<file path="src/rtl/level_monitor_seq.sv">
// Clocked reservoir level monitor: synchronise, debounce, validate, classify, alarm, 7-seg.
// Optional alarm/display blink selected with `define ALARM_BLINK_EN.
`timescale 1ns/1ps
module level_monitor_seq #(
   parameter int N_SENSORS  = 5,
   parameter int DEB_CYCLES = 4,
   parameter int CRIT_LEVEL = 1,
   parameter int LOW_LEVEL  = 3,
   parameter int BLINK_DIV  = 8
) (
   input  logic                 clk,
   input  logic                 reset,
   input  logic [N_SENSORS-1:0] sen,
   input  logic                 button0,
   output logic [3:0]           level,
   output logic                 st_crit,
   output logic                 st_low,
   output logic                 st_norm,
   output logic                 st_err,
   output logic                 alarme,
   output logic [6:0]           seg
);

   localparam int NB      = N_SENSORS + 1;
   localparam int STARTUP = DEB_CYCLES + 2;
   localparam logic [3:0] CRIT_L   = 4'(CRIT_LEVEL);
   localparam logic [3:0] LOW_L    = 4'(LOW_LEVEL);
   localparam logic [7:0] DEB_LAST = 8'(DEB_CYCLES - 1);

   if (N_SENSORS < 2 || N_SENSORS > 15 || DEB_CYCLES < 1 || DEB_CYCLES > 255 ||
       LOW_LEVEL <= CRIT_LEVEL || BLINK_DIV < 1) begin : g_bad_params
      $error("level_monitor_seq: illegal parameter combination");
   end

   typedef enum logic [1:0] {
      QUIET    = 2'd0,
      RING     = 2'd1,
      SILENCED = 2'd2
   } alarm_state_t;

   // bit N_SENSORS of the input path carries the button
   logic [NB-1:0] sync1, sync2, deb;
   logic [7:0]    deb_cnt [NB];
   logic [8:0]    start_cnt;
   logic          running, load_now;

   logic [N_SENSORS-1:0] sen_deb;
   logic [N_SENSORS:0]   sen_ext;
   logic                 btn_deb, btn_prev, btn_edge;
   logic                 valid;
   logic [3:0]           ones;
   logic [6:0]           seg_q;
   logic                 alarm_src;
   alarm_state_t         state;

   assign running  = (start_cnt == 9'(STARTUP));
   assign load_now = (start_cnt == 9'(STARTUP - 1));

   always_ff @(posedge clk) begin
      if (reset) begin
         sync1 <= '0;
         sync2 <= '0;
      end else begin
         sync1 <= {button0, sen};
         sync2 <= sync1;
      end
   end

   always_ff @(posedge clk) begin
      if (reset)
         start_cnt <= '0;
      else if (!running)
         start_cnt <= start_cnt + 9'd1;
   end

   // The final startup cycle seeds the debounced vector so no reset-zero alarm appears.
   always_ff @(posedge clk) begin
      if (reset) begin
         deb <= '0;
         for (int unsigned i = 0; i < NB; i++) deb_cnt[i] <= '0;
      end else if (load_now) begin
         deb <= sync2;
         for (int unsigned i = 0; i < NB; i++) deb_cnt[i] <= '0;
      end else if (running) begin
         for (int unsigned i = 0; i < NB; i++) begin
            if (sync2[i] != deb[i]) begin
               if (deb_cnt[i] == DEB_LAST) begin
                  deb[i]     <= sync2[i];
                  deb_cnt[i] <= '0;
               end else begin
                  deb_cnt[i] <= deb_cnt[i] + 8'd1;
               end
            end else begin
               deb_cnt[i] <= '0;
            end
         end
      end
   end

   assign sen_deb  = deb[N_SENSORS-1:0];
   assign btn_deb  = deb[N_SENSORS];
   assign btn_edge = btn_deb & ~btn_prev;
   assign sen_ext  = {1'b0, sen_deb};
   // Thermometer pattern iff adding one carries cleanly out of the ones run.
   assign valid    = ((sen_ext + {{N_SENSORS{1'b0}}, 1'b1}) & sen_ext) == '0;

   always_comb begin
      ones = '0;
      for (int unsigned i = 0; i < N_SENSORS; i++) ones = ones + 4'(sen_deb[i]);
   end

   function automatic logic [6:0] hex_seg(input logic [3:0] v);
      case (v)
         4'h0:    return 7'h3F;
         4'h1:    return 7'h06;
         4'h2:    return 7'h5B;
         4'h3:    return 7'h4F;
         4'h4:    return 7'h66;
         4'h5:    return 7'h6D;
         4'h6:    return 7'h7D;
         4'h7:    return 7'h07;
         4'h8:    return 7'h7F;
         4'h9:    return 7'h6F;
         4'hA:    return 7'h77;
         4'hB:    return 7'h7C;
         4'hC:    return 7'h39;
         4'hD:    return 7'h5E;
         4'hE:    return 7'h79;
         default: return 7'h71;
      endcase
   endfunction

   always_ff @(posedge clk) begin
      if (reset) begin
         level   <= '0;
         st_crit <= 1'b0;
         st_low  <= 1'b0;
         st_norm <= 1'b0;
         st_err  <= 1'b0;
         seg_q   <= '0;
      end else if (running) begin
         if (valid) begin
            level   <= ones;
            st_crit <= (ones < CRIT_L);
            st_low  <= (ones >= CRIT_L) && (ones < LOW_L);
            st_norm <= (ones >= LOW_L);
            st_err  <= 1'b0;
            seg_q   <= hex_seg(ones);
         end else begin
            st_crit <= 1'b0;
            st_low  <= 1'b0;
            st_norm <= 1'b0;
            st_err  <= 1'b1;
            seg_q   <= 7'h40;
         end
      end
   end

   assign alarm_src = st_crit | st_err;

`ifdef ALARM_BLINK_EN
   logic [BLINK_DIV:0] blink_cnt, blink_inc;
   logic               blank;

   assign blink_inc = blink_cnt + {{BLINK_DIV{1'b0}}, 1'b1};
   assign seg       = blank ? '0 : seg_q;
`else
   assign seg = seg_q;
`endif

   // Alarm output is registered alongside the state so it is high exactly in RING.
   always_ff @(posedge clk) begin
      if (reset) begin
         state    <= QUIET;
         alarme   <= 1'b0;
         btn_prev <= 1'b0;
`ifdef ALARM_BLINK_EN
         blink_cnt <= '0;
         blank     <= 1'b0;
`endif
      end else begin
         btn_prev <= btn_deb;
`ifdef ALARM_BLINK_EN
         blink_cnt <= blink_inc;
         blank     <= 1'b0;
`endif
         case (state)
            QUIET: begin
               if (alarm_src) begin
                  state  <= RING;
                  alarme <= 1'b1;
`ifdef ALARM_BLINK_EN
                  blink_cnt <= '0;
`endif
               end
            end
            RING: begin
               if (btn_edge) begin
                  state  <= SILENCED;
                  alarme <= 1'b0;
               end else begin
`ifdef ALARM_BLINK_EN
                  alarme <= ~blink_inc[BLINK_DIV];
`else
                  alarme <= 1'b1;
`endif
               end
            end
            SILENCED: begin
               if (!alarm_src) begin
                  state <= QUIET;
               end else begin
`ifdef ALARM_BLINK_EN
                  blank <= blink_inc[BLINK_DIV];
`endif
               end
            end
            default: begin
               state  <= QUIET;
               alarme <= 1'b0;
            end
         endcase
      end
   end

endmodule

</file>
<file path="config.mk">
export PLATFORM = sky130hd
export DESIGN_NAME = level_monitor_seq
export DESIGN_NICKNAME = d
export VERILOG_FILES = /design/src/rtl/level_monitor_seq.sv
export SDC_FILE = /design/constraint.sdc
export NUM_CORES = 1
export LEC_CHECK = 0
export ABC_AREA = 0
export CAP_MARGIN = 30
export CORE_MARGIN = 5
export CORE_UTILIZATION = 49
export DETAILED_ROUTE_END_ITERATION = 8
export GPL_TIMING_DRIVEN = 0
export MAX_ROUTING_LAYER = met4
export PLACE_DENSITY = 0.67
export SLEW_MARGIN = 20
export SYNTH_ARGS = -nofsm -noshare
export SYNTH_HDL_FRONTEND = slang
export SYNTH_SLANG_ARGS = --single-unit
</file>
<file path="constraint.sdc">
create_clock -name clk -period 7.1 [get_ports clk]
set_input_delay 1.065 -clock clk [delete_from_list [all_inputs] [get_ports clk]]
set_output_delay 1.065 -clock clk [all_outputs]
set_load 0.03 [all_outputs]
</file>
* Word-level counts from Yosys, hierarchy flattened
Memory sizes are Yosys's and may differ from the RTL's.
Index checks and enable logic that the tools add are counted.
** Word-level totals
- Flip-flop bits (word level) :: 46
- Memory bits (writable) :: 48
- ROM bits :: 112
- Input port bits :: 8
- Output and inout bits :: 16
- Logic and storage cells :: 266
- Memories :: 2
** Memory list
- (name not given) :: words 16, width 7, rd ports 1, clocked after memory_dff 0, wr ports 0, RTL line 113 : case (v)
- deb_cnt :: words 6, width 8, rd ports 6, clocked after memory_dff 0, wr ports 6, RTL line 43 : logic [7:0] deb_cnt [NB];
** Cells by class
- Add/subtract/negate cells :: 12
- Magnitude comparators :: 4
- Equal/unequal tests :: 19
- Muxes and demuxes :: 157
- Bitwise operators :: 29
- Reductions and logical operators :: 25
** Operators by type and width (number)
- $mux W8 :: 24
- $mux W1 :: 125
- $add A8 B1 Y8 const B :: 6
- $eq A8 B2 Y1 const B :: 6
- $reduce_bool A2 Y1 :: 13
- $or A1 B1 Y1 :: 25
- $reduce_and A3 Y1 :: 7
- $eq A9 B3 Y1 const B :: 2
- $mux W6 :: 2
- $add A9 B1 Y9 const B :: 1
- $mux W7 :: 1
- $add A5 B1 Y6 const B :: 1
- $and A6 B5 Y6 :: 1
- $logic_not A6 Y1 :: 1
- $mux W2 :: 3
- $ne A1 B1 Y1 :: 6
- $ne A2 B2 Y1 const B :: 3
- $pmux W2 S3 :: 1
- $add A3 B1 Y4 :: 1
- $add A4 B1 Y4 :: 1
- $ge A4 B1 Y1 const B :: 1
- $ge A4 B2 Y1 const B :: 1
- $lt A4 B1 Y1 const B :: 1
- $lt A4 B2 Y1 const B :: 1
- 10 further kinds :: 12

* Logic depth before layout (Yosys ltp)
Gate-level depths: netlist (run 1).
An unclocked memory read counts as a cell.
- Depth after elaboration :: 11
- Depth in mapped cells :: 9
- Mapped depth without buffers :: 9

* Worst setup path after synthesis (run 1)
OpenSTA, ideal clock, no wires.
- Kind :: reg-to-reg
- Start point :: register deb[0]
- End point :: register seg_q[3], in the netlist seg[3]
- Library setup time :: 0.070 ns
- Arrival :: 2.451 ns
- Required time :: 7.030 ns
- Slack :: 4.578 ns
- Cell stages (with the launch flop) :: 10
- Path buffers :: 0
- Clock period less this slack :: 2.522 ns
- Cells stage by stage :: dfxtp_1 inv_1 fa_1 fa_1 inv_1 fa_1 nand2_1 o21ai_0 nand3_1 a21oi_1
** Between the ends
- Longest elaborated chain between the ends :: 6
- Elaborated cells between the ends (all ways) :: 9
- Classes of those cells :: add/sub (5); mux (1); bitwise (1); reduce/logical (1); memory (1)
** RTL lines
- start: declaration :: RTL line 42 : logic [NB-1:0] sync1, sync2, deb;
- start signal: assignment :: RTL line 82 : deb <= sync2;
- start signal: indexed assignment :: RTL line 88 : deb[i] <= sync2[i];
- $add A1 B1 Y2 :: RTL line 109 : for (int unsigned i = 0; i < N_SENSORS; i++) ones = ones + 4'(sen_deb[i]);
- $add A2 B1 Y3 :: RTL line 109
- $add A3 B1 Y4 :: RTL line 109
- $add A4 B1 Y4 :: RTL line 109
- named net ones[0] :: RTL line 51 : logic [3:0] ones;
- $mem_v2 Z16 W7
- $mux W7 :: RTL line 142 : if (valid) begin
- end signal: assignment :: RTL line 148 : seg_q <= hex_seg(ones);
- end: declaration :: RTL line 52 : logic [6:0] seg_q;
The timed path passes the listed nets, and every way through them passes these cells.
A chain may end at the register's enable or synchronous reset.

* Worst setup path in the final report (run 1)
Same ends and word-level chain as after synthesis.

==> impl_metrics.yaml, run 1 <==
detailed_routing:
  drt_iter0_drc: 90
  first_pass_iters: 4
  drc_errors: 0
  drt_wl_total_mm: 8.00
  wl_per_cell_um: 13.7
  vias: 3087
  final_antenna_net_count: 0
  vias_per_cell: 5.27
synthesis:
  yosysWarnings: 0
  synthTopCellsByArea: "edfxtp_1, dfxtp_1, nor2_1"
  synth_top_area_share_pct: 32.0
  avgSynthCellArea_um2: 10.3
  ys_ff_latch: 93
  synth_largest_area_cell: "edfxtp_1"
  netlist_instances: 438
  synthFlopType: "edfxtp_1"
  yosysMostFrequentCell: "nor2_1"
  syn_area_um2: 4500
  synth_cell_types: 43
  synth_edf_count: 48
  yosysSeqAreaShare_pct: 52.0
  syn_nets: 468
  async_reset_ff_share_pct: 0
  synth_commonest_cells: "nor2_1, edfxtp_1, dfxtp_1, nand3_1, xor2_1"
outcome:
  status: "completed"
cells_and_area:
  drive_gt1_share_pct: 5.47
  final_area_um2: 5030
  fin_nets: 500
  areaGrowthSynthToFinish_pct: 11.6
  diodes: 0
  instances_no_fill: 586
  fill_cells: 836
die:
  die_area_um2: 11200
  start_util_pct: 49.4
  std_cell_rows: 35
  ios: 24
  die_h_um: 106
  dieWidth_um: 106
  core-area_um2: 9110
grt:
  antenna_found_initial: 0
  grt_start_max_net_pins: 17
  grt_pass1_wl_mm: 13.8
  grt_remaining_overflow: 0
  grt_pass1_vias: 2958
  track_usage_pct: 15.6
min_path:
  hold_path.class: "flip-flop to flip-flop"
timing:
  fin_crit_ns: 2.77
  tns_ns: 0
  hold_viol: 0
  maxSlewHeadroom_pct: 33.2
  period_share_pct: 39.1
  setup_slack_ns: 4.33
  finalSetupViolations: 0
  worst_slew_pin_slew_ns: 0.999
  rsz0062_at_grt: "no"
  slew_violations: 0
  fin_skew_ns: 0.0124
  timing.fmax_mhz: 361
setup_path:
  path_class: "flip-flop to flip-flop"
  worstSetupStartpoint: "deb[0]"
  crit_path_end_kind: "flip-flop"
  reg2regPathDepth: 9
  crit_end: "seg[3]"
  crit_fanout: 6
  rrSetupSlack_ns: 4.33
  worstPathArrival_ns: 3.06
  crit_required_ns: 7.39
  crit_path_start_kind: "flip-flop"
  rr_endpoint: "seg[3]"
  timing.rr.start: "deb[0]"
power_and_ir_drop:
  powerDensity_nw_per_um2: 195
  leakagePower_nw: 1.85
  max-vdd-ir-drop_mv: 0.0848
  total_power_mw: 0.979
placed_design:
  dp.cells: 570
  hpwl_mm: 5.79
  pre_cts_ws_ns: 4.18
  post_dp_cell_area_um2: 4850
  gp_congestion: 0.833
  portBuffers: 21
clock_tree:
  clock-sinks: 93
  cts_tree: "done"
  cts_setup_buffers: 0
  numCtsBuffers: 9
  htree_num_levels: 3
  ctsResizeCount: 0
  clock_latency_ns: 0.35
  clk_pin_slew_ns: 0.10
  cts_buffer_depth: 2
  clock-root-buffer: "clkbuf_8"
  postCtsHoldBufs: 0
job:
  cap_violations: 0
==> area by class of cell <==
| class | count | area (um2) | area share [%] |
|---|---|---|---|
| Buffer | 11 | 61.3 | 1.22 |
| Clock buffer | 9 | 124 | 2.46 |
| Clock inverter | 7 | 50.0 | 0.996 |
| Inverter | 20 | 75.1 | 1.49 |
| Multi-Input combinational cell | 314 | 2020 | 40.3 |
| Sequential cell | 93 | 2340 | 46.6 |
| Tap cell | 111 | 139 | 2.76 |
| Timing Repair Buffer | 21 | 210 | 4.18 |
==> flip-flops by register name, summed over array words and instances (netlist names) <==
signal / flops
sync1: 6
start_cnt: 9
st_crit: 1
st_low: 1
st_err: 1
sync2: 6
btn_prev: 1
state: 2
seg: 7
alarme: 1
deb_cnt: 48
deb: 6
st_norm: 1
level: 3
==> layer usage <==
layer / GRT usage, % / up-vias / wire, um
li1: - / 1569 / -
met1: 19.3 / 1480 / 3860
met2: 26.2 / 27 / 3910
met3: 2.39 / 11 / 120
met4: 5.27 / 0 / 105
met5: - / - / 0
==> cells by family after synthesis <==
kind of cell	Yosys count	share of synthesized area, %
xor+xnor	45	8.75
mux	7	1.58
flops	93	52.0
simple gates	198	22.0
compound gates	41	5.95
other cells	1	0.0833
buf+inv	31	3.03
fa+ha+maj	22	6.61
==> where the power goes <==
group / switching (mW) / internal (mW) / total [mW]
Clock: 0.190 / 0.129 / 0.318
Combinational: 0.0329 / 0.0256 / 0.0586
Sequential: 0.0178 / 0.584 / 0.602
Total: 0.240 / 0.738 / 0.979
==> worst min-delay path by stage <==
stage	start	endpoint	slack, ns	cells after the start
after floorplan	sync1[0]	sync2[0]	0.41	1
after global placement	sync1[0]	sync2[0]	0.42	1
after detailed placement	sync1[5]	sync2[5]	0.42	1
after CTS	sync1[5]	sync2[5]	0.44	1
after global routing	sync1[5]	sync2[5]	0.46	1
final	sync1[0]	sync2[0]	0.44	1
==> per-stage QoR <==
step	util (%)	hold WS [ns]
2_1_floorplan	-	0.414
3_3_place_gp	53.3	0.419
3_5_place_dp	53.3	0.424
4_1_cts	55.2	0.445
5_1_grt	55.2	0.460
6_report	55.2	0.445
==> critical path, stage by stage, from the launching register on <==
cell	delay [ns]
dfxtp_1	0.46
inv_1	0.12
fa_1	0.49
fa_1	0.57
inv_1	0.15
fa_1	0.50
nand2_1	0.06
o21ai_0	0.09
nand3_1	0.10
a21oi_1	0.17
==> placed cells by master (no fill, tap or decap), types with 19 or more instances in the layout <==
cell type	Yosys	routed
xnor2_1	19	19
dfxtp_1	45	45
nand3_1	38	38
nand2_1	25	25
ha_1	19	19
nor2_1	69	69
inv_1	20	20
clkdlybuf4s50_1	0	21
xor2_1	26	26
edfxtp_1	48	48
(Power assumes the default switching activity.)
==> inputs of run 2 (changes only) <==
Settings changed: PLACE_DENSITY 0.67 to 0.7.
Clock period 7.1 ns to 2.3 ns, I/O delays scaled along.
==> impl_metrics.yaml, run 2 (same netlist as run 1, synthesis figures left out) <==
detailed_routing:
  first_pass_iters: 4
  vias: 3180
  wl_per_cell_um: 14.4
  drt_iter0_drc: 106
  drc_errors: 0
  final_antenna_net_count: 0
  vias_per_cell: 5.33
  drt_wl_total_mm: 8.62
timing:
  period_share_pct: 108
  finalSetupViolations: 5
  fin_crit_ns: 2.48
  slew_violations: 0
  maxSlewHeadroom_pct: 44.8
  hold_viol: 0
  worst_slew_pin_slew_ns: 0.826
  timing.fmax_mhz: 403
  setup_slack_ns: -0.180
  worst_hold_slack_ns: 0.445
  rsz0062_at_grt: "yes"
  fin_skew_ns: 0.00973
setup_path:
  max_stage_delay_ns: 0.59
  reg2regPathDepth: 9
  cpMostUsedCell: "fa_1"
  critical_path.top_delay_family: "adder cells"
  crit_fanout: 2
  rrSetupSlack_ns: -0.18
  crit_required_ns: 2.60
  rr_endpoint: "seg[3]"
  slowest_stage: "fa_2"
  path_class: "flip-flop to flip-flop"
  crit_end: "seg[3]"
  crit_cells: 9
  worstPathArrival_ns: 2.78
  worstSetupStartpoint: "deb[1]"
  critPathBufInv: 2
  timing.rr.start: "deb[1]"
  crit_path_start_kind: "flip-flop"
  path_cells: "inv_2 -> fa_1 -> fa_2 -> inv_4 -> fa_1 -> nand2_2 -> o21ai_2 -> nand3_1 -> a21oi_1"
  crit_path_end_kind: "flip-flop"
power_and_ir_drop:
  powerDensity_nw_per_um2: 610
  max-vdd-ir-drop_mv: 0.317
  leakagePower_nw: 1.95
clock_tree:
  htree_num_levels: 3
  numCtsBuffers: 9
  clock_latency_ns: 0.36
  cts_buffer_depth: 2
  clk_pin_slew_ns: 0.09
  clock-root-buffer: "clkbuf_8"
  cts_tree: "done"
  clock-sinks: 93
cells_and_area:
  instances_no_fill: 597
  drive_gt1_share_pct: 14.6
  final_area_um2: 5370
  fill_cells: 728
  regArea_um2: 2350
  areaGrowthSynthToFinish_pct: 19.3
  mostFrequentLayoutCells: "nor2_1, edfxtp_1, dfxtp_1, nand3_1, xor2_1"
  post-route-util_pct: 59.0
  regMostFlops: "deb_cnt"
  fin_nets: 511
  diodes: 0
  multi_input_area_um2: 2190
  layout_commonest_cell: "nor2_1"
  largest_reg_flops: 48
die:
  die_h_um: 106
  start_util_pct: 49.4
  dieWidth_um: 106
  die_area_um2: 11200
  ios: 24
  std_cell_rows: 35
  core-area_um2: 9110
grt:
  grt_pass1_vias: 3109
  grt_pass1_wl_mm: 14.3
  grt_remaining_overflow: 0
  grt_start_max_net_pins: 16
  antenna_found_initial: 0
  track_usage_pct: 16.3
placed_design:
  post_dp_cell_area_um2: 4870
  portBuffers: 21
  hpwl_mm: 5.80
  dp.cells: 570
  gp_congestion: 0.832
min_path:
  min_path_cells: 1
  hold_path.class: "flip-flop to flip-flop"
outcome:
  status: "finished with violations"
  violations: "negative setup slack"
job:
  cap_violations: 0
run 2: power by group:
| part | internal (mW) | switching (mW) | total (mW) | leakage [nW] |
|---|---|---|---|---|
| sequential | 1.80 | 0.0562 | 1.85 | 0.866 |
| clock | 0.636 | 0.583 | 1.22 | 0.117 |
| combinational | 0.0893 | 0.112 | 0.201 | 0.969 |
| total | 2.52 | 0.751 | 3.27 | 1.95 |
run 2: cell type report:
type	count	share of cell area [%]
clock buffer	12	3.31
multi-input combinational	314	40.9
timing repair buffer	32	5.66
inverter	20	1.54
tap	111	2.59
buffer	11	1.30
clock inverter	4	0.932
sequential	93	43.8
run 2: per-layer routing:
layer,track usage (%),part of all wire [%]
met1,20.6,47
met2,26.2,49
met3,3.18,2.7
met4,5.55,1.3
met5,-,0
run 2: how the worst min path moves through the flow:
stage              from        to
6_report       sync1[5]  sync2[5]
5_1_grt        sync1[5]  sync2[5]
4_1_cts        sync1[5]  sync2[5]
3_5_place_dp   sync1[5]  sync2[5]
3_3_place_gp   sync1[5]  sync2[5]
2_1_floorplan  sync1[0]  sync2[0]
run 2: through the flow:
stage          power (mW)  TNS, ns  worst slack (ns)
2_1_floorplan        2.02   -0.200            -0.125
3_3_place_gp         2.07    -4.49            -0.286
3_5_place_dp         2.08    -7.50            -0.323
4_1_cts              3.28   -0.399            -0.182
5_1_grt              3.40    -1.13            -0.282
6_report             3.27   -0.620            -0.180
run 2: worst reg2reg max path, stage by stage, from the launching register on:
cell and delay [ns]:
dfxtp_4 0.36, inv_2 0.04, fa_1 0.50, fa_2 0.60
inv_4 0.04, fa_1 0.49, nand2_2 0.07, o21ai_2 0.06
nand3_1 0.11, a21oi_1 0.16
run 2: repair_timing:
action / 4_1_cts / 5_1_grt
resized for setup: 20 / 33
endpoints found under the setup margin: 55 / 103
gates cloned: 0 / 0
buffers inserted: 10 / 2
endpoints found under the hold margin: 0 / 0
hold buffers: 0 / 0
pin swaps: 10 / 9
